[src/rtl/sic_dispatcher_pkg.sv]
// Shared types for the SIC dispatch path: renamed packet layout, opcode/funct
// constants and the dispatcher's JR-hold state encoding.
package sic_dispatcher_pkg;

  localparam int SIC_ID_W = 8;

  localparam logic [5:0] OPC_SPECIAL = 6'h00;
  localparam logic [5:0] OPC_BEQ     = 6'h04;
  localparam logic [5:0] OPC_ADDI    = 6'h08;
  localparam logic [5:0] OPC_LW      = 6'h23;
  localparam logic [5:0] OPC_SW      = 6'h2b;

  localparam logic [5:0] FUNCT_JR    = 6'h08;

  typedef struct packed {
    logic                valid;
    logic [SIC_ID_W-1:0] issue_id;
    logic [5:0]          opcode;
    logic [5:0]          funct;
    logic [5:0]          prs;
    logic [5:0]          prt;
    logic [5:0]          prd;
    logic [15:0]         imm;
    logic [31:0]         pc;
  } sic_packet_t;

  typedef enum logic [0:0] {
    DS_RUN     = 1'b0,
    DS_JR_WAIT = 1'b1
  } disp_state_e;

  function automatic logic is_jr(input sic_packet_t p);
    return (p.opcode == OPC_SPECIAL) && (p.funct == FUNCT_JR);
  endfunction

endpackage

[src/rtl/sic_dispatch_fifo.sv]
// Two-entry packet FIFO in front of the dispatcher. Flush (redirect) wins over
// push and pop in the same cycle.
module sic_dispatch_fifo
  import sic_dispatcher_pkg::*;
(
  input  logic        clk,
  input  logic        rst,
  input  logic        push,
  input  logic        pop,
  input  logic        flush,
  input  sic_packet_t wr_data,
  output logic        full,
  output logic        empty,
  output sic_packet_t head
);

  sic_packet_t mem [2];
  logic        rd_ptr;
  logic        wr_ptr;
  logic [1:0]  count;
  logic        do_push;
  logic        do_pop;

  assign full    = (count == 2'd2);
  assign empty   = (count == 2'd0);
  assign do_pop  = pop && !empty;
  // A push at full is only safe when the head leaves in the same cycle.
  assign do_push = push && (!full || do_pop);
  assign head    = mem[rd_ptr];

  always_ff @(posedge clk) begin
    if (rst || flush) begin
      rd_ptr <= 1'b0;
      wr_ptr <= 1'b0;
      count  <= 2'd0;
    end else begin
      if (do_push) wr_ptr <= ~wr_ptr;
      if (do_pop)  rd_ptr <= ~rd_ptr;
      count <= count + {1'b0, do_push} - {1'b0, do_pop};
    end
  end

  always_ff @(posedge clk) begin
    if (do_push && !rst && !flush) mem[wr_ptr] <= wr_data;
  end

endmodule

[src/rtl/sic_dispatcher.sv]
// Buffers renamed packets, stamps issue IDs and hands each to one ready SIC per
// cycle; holds dispatch after a JR until its redirect. Optional SIC_DISPATCH_STATS_EN.
module sic_dispatcher
  import sic_dispatcher_pkg::*;
#(
  parameter int NUM_SIC  = 4,
  parameter int ID_WIDTH = 8
) (
  input  logic                               clk,
  input  logic                               rst,
  input  logic                               in_valid,
  output logic                               in_ready,
  input  sic_packet_t                        in_pkt,
  input  logic [NUM_SIC-1:0]                 req_instr,
  output sic_packet_t [NUM_SIC-1:0]          packet_out,
  input  logic [NUM_SIC-1:0]                 pc_redirect_valid,
  input  logic [NUM_SIC-1:0][31:0]           pc_redirect_pc,
  input  logic [NUM_SIC-1:0][ID_WIDTH-1:0]   pc_redirect_issue_id,
  output logic                               fetch_redirect_valid,
  output logic [31:0]                        fetch_redirect_pc,
  output logic                               jr_pending
`ifdef SIC_DISPATCH_STATS_EN
  ,
  output logic [31:0]                        stat_dispatched,
  output logic [31:0]                        stat_stall_cycles
`endif
);

  localparam int PTR_W = (NUM_SIC > 1) ? $clog2(NUM_SIC) : 1;

  // Handshakes: upstream transfers when in_valid && in_ready in the same cycle,
  // in_valid must not depend on in_ready; a SIC receives a packet only when its
  // req_instr has been high for two consecutive cycles, and packet_out.valid is
  // a single-cycle strobe with no back-pressure from the SIC.

  disp_state_e            state_q, state_d;
  logic [NUM_SIC-1:0]     req_q;
  logic [NUM_SIC-1:0]     ready;
  logic [PTR_W-1:0]       rr_ptr_q;
  logic [ID_WIDTH-1:0]    id_cnt_q;
  logic [ID_WIDTH-1:0]    jr_id_q;
  logic                   frv_q;
  logic [31:0]            frpc_q;

  logic                   fifo_full, fifo_empty;
  sic_packet_t            head;
  logic                   push, dispatch, redirect_hit;
  logic                   hit_any;
  logic [31:0]            hit_pc;
  logic                   found;
  logic [PTR_W-1:0]       target, cand;

  assign ready = req_instr & req_q;

  sic_dispatch_fifo u_fifo (
    .clk     (clk),
    .rst     (rst),
    .push    (push),
    .pop     (dispatch),
    .flush   (redirect_hit),
    .wr_data (in_pkt),
    .full    (fifo_full),
    .empty   (fifo_empty),
    .head    (head)
  );

  // Lowest-index matching redirect wins: scan high to low, last write sticks.
  always_comb begin
    hit_any = 1'b0;
    hit_pc  = '0;
    for (int i = NUM_SIC - 1; i >= 0; i--) begin
      if (pc_redirect_valid[i] && (pc_redirect_issue_id[i] == jr_id_q)) begin
        hit_any = 1'b1;
        hit_pc  = pc_redirect_pc[i];
      end
    end
  end

  assign redirect_hit = !rst && (state_q == DS_JR_WAIT) && hit_any;
  assign in_ready     = !rst && !fifo_full && !redirect_hit;
  assign push         = in_valid && in_ready;

  // Round-robin: first ready SIC at or after rr_ptr_q, wrapping.
  always_comb begin
    found  = 1'b0;
    target = '0;
    cand   = '0;
    for (int k = 0; k < NUM_SIC; k++) begin
      cand = PTR_W'((int'(rr_ptr_q) + k) % NUM_SIC);
      if (!found && ready[cand]) begin
        found  = 1'b1;
        target = cand;
      end
    end
  end

  assign dispatch = !rst && !fifo_empty && (state_q == DS_RUN) && !redirect_hit && found;

  always_comb begin
    for (int i = 0; i < NUM_SIC; i++) begin
      packet_out[i]          = head;
      packet_out[i].valid    = 1'b0;
      packet_out[i].issue_id = SIC_ID_W'(id_cnt_q);
    end
    if (dispatch) packet_out[target].valid = 1'b1;
  end

  always_comb begin
    state_d = state_q;
    case (state_q)
      DS_RUN:     if (dispatch && is_jr(head)) state_d = DS_JR_WAIT;
      DS_JR_WAIT: if (redirect_hit)            state_d = DS_RUN;
      default:                                 state_d = DS_RUN;
    endcase
  end

  always_ff @(posedge clk) begin
    if (rst) begin
      state_q  <= DS_RUN;
      req_q    <= '0;
      rr_ptr_q <= '0;
      id_cnt_q <= '0;
      jr_id_q  <= '0;
      frv_q    <= 1'b0;
      frpc_q   <= '0;
    end else begin
      state_q <= state_d;
      req_q   <= req_instr;
      frv_q   <= redirect_hit;
      if (redirect_hit) frpc_q <= hit_pc;
      if (dispatch) begin
        rr_ptr_q <= PTR_W'((int'(target) + 1) % NUM_SIC);
        id_cnt_q <= id_cnt_q + ID_WIDTH'(1);
        if (is_jr(head)) jr_id_q <= id_cnt_q;
      end
    end
  end

  // Registered outputs are also forced low during the reset cycle itself.
  assign jr_pending           = !rst && (state_q == DS_JR_WAIT);
  assign fetch_redirect_valid = !rst && frv_q;
  assign fetch_redirect_pc    = rst ? 32'h0 : frpc_q;

`ifdef SIC_DISPATCH_STATS_EN
  always_ff @(posedge clk) begin
    if (rst) begin
      stat_dispatched   <= '0;
      stat_stall_cycles <= '0;
    end else begin
      if (dispatch && (stat_dispatched != 32'hffff_ffff))
        stat_dispatched <= stat_dispatched + 32'd1;
      if (!fifo_empty && !dispatch && (stat_stall_cycles != 32'hffff_ffff))
        stat_stall_cycles <= stat_stall_cycles + 32'd1;
    end
  end
`endif

endmodule

[config.mk]
export PLATFORM = sky130hd
export DESIGN_NAME = sic_dispatcher
export DESIGN_NICKNAME = d
export VERILOG_FILES = /design/src/rtl/sic_dispatcher_pkg.sv /design/src/rtl/sic_dispatch_fifo.sv /design/src/rtl/sic_dispatcher.sv
export SDC_FILE = /design/constraint.sdc
export NUM_CORES = 1
export LEC_CHECK = 0
export BUFFER_PORTS_ARGS = -buffer_cell sky130_fd_sc_hd__buf_2
export CAP_MARGIN = 20
export CORE_AREA = 2 2 250 252
export CTS_BUF_LIST = sky130_fd_sc_hd__clkbuf_8
export CTS_CLUSTER_DIAMETER = 200
export DETAILED_ROUTE_END_ITERATION = 8
export DIE_AREA = 0 0 252 254
export PLACE_DENSITY_LB_ADDON = 0.05
export SLEW_MARGIN = 20
export SYNTH_ARGS = -nofsm -noshare
export SYNTH_HDL_FRONTEND = slang
export SYNTH_SLANG_ARGS = --single-unit
[constraint.sdc]
create_clock -name clk -period 9.9 [get_ports clk]
set_clock_uncertainty 0.05 [all_clocks]
set_input_delay 0.495 -clock clk [delete_from_list [all_inputs] [get_ports clk]]
set_output_delay 0.495 -clock clk [all_outputs]
set_load 0.02 [all_outputs]
* Word level (Yosys, flattened, before mapping)
Memory sizes are Yosys's and may differ from the RTL's. A register that Yosys moved wholly into a read port is not among the register bits.
Index checks and enable logic that the tools add are counted.
** Word-level totals
- Bits in registers :: 60
- RAM bits :: 174
- Input bits :: 258
- Logic and storage cells :: 106
- Memories kept :: 1
** Operators by class
- Add/subtract/negate cells :: 7
- $lt $le $gt $ge :: 6
- Equality and inequality tests :: 6
- Multiplexer cells :: 36
- Bitwise logic cells :: 4
- Reductions and logical operators :: 36
** Memory list
- u_fifo.mem :: words 2, width 87, read ports 1, clocked after Yosys merged registers in 1, write ports 1, line sic_dispatch_fifo.sv:17 : sic_packet_t mem [2];
** Operator list (number)
- 348-bit bitwise mux :: 1
- 348-bit two-way mux :: 1
- 87-bit demux with 2-bit select :: 1
- 32-bit two-way mux :: 5
- 87-bit two-way mux :: 1
- 8-bit == test :: 4
- 1-bit logical AND :: 24
- 1-bit two-way mux :: 18
- 2-bit by 3-bit less-than comparator with 1-bit output (second input constant) :: 5
- 8-bit by 1-bit adder with 8-bit output (second input constant) :: 1
- 1-bit binary-select mux with 2-bit select :: 4
- 2-bit two-way mux :: 4
- 1-bit zero test :: 7
- 6-bit by 4-bit == test with 1-bit output (second input constant) :: 1
- 6-bit zero test :: 1
- 2-bit by 1-bit adder with 2-bit output (second input constant) :: 2
- 2-bit adder (second input constant) :: 2
- 4-bit bitwise AND :: 1
- 1-bit NOT :: 3
- 2-bit by 1-bit adder with 2-bit output :: 1
- 2-bit == test (second input constant) :: 1
- 2-bit by 1-bit greater-or-equal comparator with 1-bit output (second input constant) :: 1
- 2-bit zero test :: 1
- 1-bit logical OR :: 2
- 3 further kinds :: 3

* Depth between registers and ports, before layout
- Depth in word-level cells :: 21
- Mapped depth :: 11

* Modules after synthesis
Synthesis repeated with hierarchy kept, for this count alone.
** Second synthesis, totals
- Cells, all modules :: 1065
- Area, all modules :: 12318.1 um2
** Modules (own cells, without submodules)
- sic_dispatch_fifo :: instances 1, cells each 299, area an instance 6511.2 um2
- sic_dispatcher :: instances 1, cells each 766, area an instance 5806.8 um2

* Worst setup path after synthesis
No wires, ideal clock.
- Kind :: input to register
- From :: in pc_redirect_issue_id[11] in the netlist's numbering
- To :: mem u_fifo.mem[0][0] in the netlist's numbering (enable)
- Data arrival time :: 6.739 ns
- Required time :: 9.239 ns
- Setup slack :: 2.501 ns
- Stages on the path :: 8
- Buffers on the path :: 2
- Path through :: xor2_1 > nor3_1 > nand4_1 > buf_2 > nand4_1 > a21o_1 > buf_2 > nor3_1
** Between the ends
- Longest elaborated chain between the ends :: 15
** Ends and longest elaborated chain
- start: declaration :: line sic_dispatcher.sv:18 : input logic [NUM_SIC-1:0][ID_WIDTH-1:0] pc_redirect_issue_id,
- 8-bit == test * :: line sic_dispatcher.sv:72 : if (pc_redirect_valid[i] && (pc_redirect_issue_id[i] == jr_id_q)) begin
- 1-bit logical AND * :: line sic_dispatcher.sv:72
- 1-bit two-way mux * (2 in a row) :: line sic_dispatcher.sv:72
- 1-bit logical AND * :: line sic_dispatcher.sv:79 : assign redirect_hit = !rst && (state_q == DS_JR_WAIT) && hit_any;
- 1-bit zero test * :: line sic_dispatch_fifo.sv:44, sic_dispatcher.sv:80, sic_dispatcher.sv:97
- 1-bit logical AND (2 in a row) :: line sic_dispatcher.sv:97 : assign dispatch = !rst && !fifo_empty && (state_q == DS_RUN) && !redirect_hit && found;
- 1-bit logical AND :: line sic_dispatch_fifo.sv:26 : assign do_pop = pop && !empty;
- 1-bit logical OR :: line sic_dispatch_fifo.sv:28 : assign do_push = push && (!full || do_pop);
- 1-bit logical AND :: line sic_dispatch_fifo.sv:28
- 1-bit logical AND :: line sic_dispatch_fifo.sv:44 : if (do_push && !rst && !flush) mem[wr_ptr] <= wr_data;
- 1-bit logical AND * :: line sic_dispatch_fifo.sv:44
- 1-bit two-way mux * :: line sic_dispatch_fifo.sv:44
- 1-bit two-way mux (implied by the code) * :: line sic_dispatch_fifo.sv:44
- end: declaration :: line sic_dispatch_fifo.sv:17
Every way passes the cells marked *; elsewhere a longest branch is shown, timed or not.

* Worst setup path in the final report
- From :: reg jr_id_q[4]
- To :: mem u_fifo.mem[0][33] in the netlist's numbering (enable)
** Between the ends
- Longest elaborated chain between the ends :: 17
** Ends and longest elaborated chain
- start: declaration :: line sic_dispatcher.sv:41 : logic [ID_WIDTH-1:0] jr_id_q;
- start signal: assignment :: line sic_dispatcher.sv:134 : if (is_jr(head)) jr_id_q <= id_cnt_q;
- 8-bit == test :: line sic_dispatcher.sv:72
- 1-bit logical AND :: line sic_dispatcher.sv:72
- 1-bit two-way mux (3 in a row) :: line sic_dispatcher.sv:72
- 1-bit two-way mux * :: line sic_dispatcher.sv:72
- 1-bit logical AND * :: line sic_dispatcher.sv:79
- 1-bit zero test * :: line sic_dispatch_fifo.sv:44, sic_dispatcher.sv:80, sic_dispatcher.sv:97
- 1-bit logical AND (2 in a row) :: line sic_dispatcher.sv:97
- 1-bit logical AND :: line sic_dispatch_fifo.sv:26
- 1-bit logical OR :: line sic_dispatch_fifo.sv:28
- 1-bit logical AND :: line sic_dispatch_fifo.sv:28
- 1-bit logical AND :: line sic_dispatch_fifo.sv:44
- 1-bit logical AND * :: line sic_dispatch_fifo.sv:44
- 1-bit two-way mux * :: line sic_dispatch_fifo.sv:44
- 1-bit two-way mux (implied by the code) * :: line sic_dispatch_fifo.sv:44
Marked as above.

==> results_dict.tcl <==
set metrics [dict create \
    cts_tree "built" \
    p_sw_w 0.000911 \
    cp_cell_sequence "xor2_1 > nor4_1 > nand4_1 > buf_4 > nand4_1 > a21o_1 > nor3_2 > buf_4 > buf_4" \
    setup_tns_ns 0 \
    drive_above_1_share 0.520 \
    syn-cell-area_mm2 0.0117 \
    tightest_slew_ns 0.933 \
    endpoint "u_fifo.mem[0][33]" \
    first_pass_iters 4 \
    grt_usage 0.129 \
    cp_slowest_cell "buf_4" \
    reg2reg_to "u_fifo.mem[0][33]" \
    rsz0062_at_grt "false" \
    switching_share 0.341 \
    synth_commonest_cells "buf_4, edfxtp_1, mux2_2" \
    r2r.worst_path.cells 9 \
    startpoint "jr_id_q[4]" \
    hpwlAfterDp_mm 32.2 \
    crit_path_end_kind "flip-flop" \
    ys_warn_count 0 \
    cp.arrival_ns 4.10 \
    max_slew_margin 0.378 \
    cts_buffers 45 \
    die_h_um 254 \
    grt_max_degree 66 \
    synth.ff_latch_count 217 \
    p_int_w 0.00176 \
    setup_violations 0 \
    via_per_inst 3.93 \
    clockRootBuffer "clkbuf_8" \
    seqPwrFrac 0.397 \
    power_frac_comb 0.265 \
    cts-resized-gates 0 \
    crit_path_start_kind "flip-flop" \
    synth_edf_count 156 \
    path_clk_slew_ns 0.06 \
    async_flop_share 0 \
    path_common_cell "buf_4" \
    grt_pass1_wl_mm 61.0 \
    cts_buffer_depth 3 \
    hold_violations 0 \
    ctsHoldBuffers 77 \
    io_pins 641 \
    antenna_found_initial 32 \
    hold_ws_ns 0.0641 \
    clock_latency_ns 0.60 \
    min_period_ns 3.95 \
    initial_core_util 0.191 \
    vias 9116 \
    fmax_ghz 0.253 \
    critPathMaxFanout 65 \
    drtAntennaViolNets 0 \
    coreArea_mm2 0.0613 \
    power_leakage_nw 6.64 \
    initialDrtViolationCount 266 \
    grt_overflow 0 \
    postSynthAreaPerCell_um2 11.3 \
    syn_nets 1299 \
    gp_congestion 0.769 \
    synth_top_area_share 0.401 \
    yosysMostFrequentCell "buf_4" \
    ys_seq_area_frac 0.506 \
    maxSlewViolCount 0 \
    status "completed" \
    postSynthCellCount 1035 \
    synthTopCellsByArea "edfxtp_1, buf_4, dfxtp_1, mux2_2, xor2_1" \
    die_area_mm2 0.0640 \
    worst_hold_path_type "in -> reg" \
    rows 91 \
    syn_to_final_growth_pct 31.2 \
    drcViolationCount 0 \
    vdd_drop_max_uv 71.0 \
    port_buffers 631 \
    cts_sinks 217 \
    htree_levels 2 \
    clkPwrFrac 0.337 \
    postCtsSetupRepairBufs 0 \
    critPathKind "reg -> reg" \
    fp.dieW_um 252 \
    drv_cap 0 \
    yosysUniqueCellTypes 49 \
    synth_largest_area_cell "edfxtp_1" \
    max_stage_delay_ns 0.73 \
    wl_per_cell_um 18.9 \
    r2r_setup_slack_ns 5.95 \
    ys.flop_type "edfxtp_1" \
    finalCritPeriodShare 0.399 \
    wl_mm 43.8 \
    crit_required_ns 10.05 \
    power.density_mw_per_mm2 175 \
    nets 1747 \
    rr_startpoint "jr_id_q[4]" \
    grt_pass1_vias 9006 \
]
## cell families after synthesis
| kind of cell | after synthesis | synth area share |
|---|---|---|
| fa+ha+maj | 6 | 0.00643 |
| xor+xnor | 43 | 0.0323 |
| simple gates | 212 | 0.0937 |
| buf+inv | 359 | 0.207 |
| flops | 217 | 0.506 |
| compound gates | 111 | 0.0719 |
| mux | 87 | 0.0829 |
## layout make-up
type                    count  area (um^2)
flip-flops and latches    217         5910
multi-input cells         459         3370
inverters                  38          144
well taps                 790          988
clock buffers              45          619
fillers                  6642        45900
clock inverters            37          224
repair buffers            722         4030
diodes                     11         27.5
## layer usage
layer / GRT usage / share of wire / vias to the layer above
li1: - / - / 4321
met1: 0.147 / 0.39 / 4259
met2: 0.221 / 0.49 / 410
met3: 0.0583 / 0.097 / 90
met4: 0.0314 / 0.018 / 36
met5: 0 / 0.0048 / -
## cell usage in the layout (no fill, tap or decap), drive strengths merged, types with 2 or more instances in the layout
| cell | count |
|---|---|
| buf | 645 |
| and4 | 2 |
| nor3 | 9 |
| nand2 | 40 |
| nand3 | 4 |
| a22oi | 2 |
| inv | 54 |
| diode | 11 |
| a211oi | 2 |
| bufinv | 2 |
| nand4 | 37 |
| nor2b | 37 |
| a31oi | 31 |
| o311ai | 31 |
| nor4 | 6 |
| xnor2 | 9 |
| and3 | 3 |
| ha | 6 |
| o211ai | 31 |
| edfxtp | 156 |
| mux2 | 77 |
| o21ai | 2 |
| a21oi | 5 |
| nand2b | 3 |
| mux2i | 10 |
| nor2 | 60 |
| clkinv | 19 |
| clkbuf | 45 |
| xor2 | 34 |
| dfxtp | 61 |
| and2 | 7 |
| dlygate4sd3 | 77 |
## worst min path at each step
stage             startpoint                end  slack, ns  cells after the start
5_1_grt           in_pkt[10]  u_fifo.mem[0][10]       0.01                      1
3_5_place_dp   u_fifo.rd_ptr      u_fifo.rd_ptr       0.46                      2
6_report          in_pkt[10]  u_fifo.mem[1][10]       0.06                      1
4_1_cts           in_pkt[10]  u_fifo.mem[1][10]      0.004                      1
3_3_place_gp         state_q            state_q       0.45                      2
2_1_floorplan        state_q            state_q       0.43                      2
## registers in the layout (all words and copies together), names as in the netlist, 2 cells and up, named ones only
register,flops
u_fifo.mem,156
u_fifo.count,2
id_cnt_q,8
jr_id_q,8
frpc_q,32
rr_ptr_q,2
req_q,4
## stage by stage
| stage | worst slack, ns | utilization | cell area [um^2] | total power, W | instances |
|---|---|---|---|---|---|
| after detailed placement | 5.74 | 0.223 | 13700 | 0.00178 | 2149 |
| final | 5.95 | 0.250 | 15300 | 0.00267 | 2319 |
| after global placement | 5.72 | 0.223 | 13700 | 0.00178 | 2149 |
| after global routing | 5.60 | 0.250 | 15300 | 0.00282 | 2314 |
| after CTS | 5.78 | 0.250 | 15300 | 0.00274 | 2308 |
| after floorplan | 2.50 | - | 11700 | 0.00167 | 1035 |
## power by group through the flow
stage                     Sequential (W)  Combinational [W]  Clock (W)
after floorplan                  0.00108           0.000593          0
after global placement           0.00108           0.000699          0
after detailed placement         0.00108           0.000696          0
after CTS                        0.00106           0.000726   0.000953
after global routing             0.00107           0.000760   0.000991
final                            0.00106           0.000709   0.000902
## worst max-delay path, delay by kind of cell, from the launching register on
kind / cells / cell delay (ns)
AO/OA/AOI/OAI: 1 / 0.36
buffers and inverters: 3 / 1.67
flip-flops: 1 / 0.51
XOR/XNOR: 1 / 0.24
AND/OR/NAND/NOR: 4 / 0.62
No activity file was read; power rests on OpenSTA's default activity.
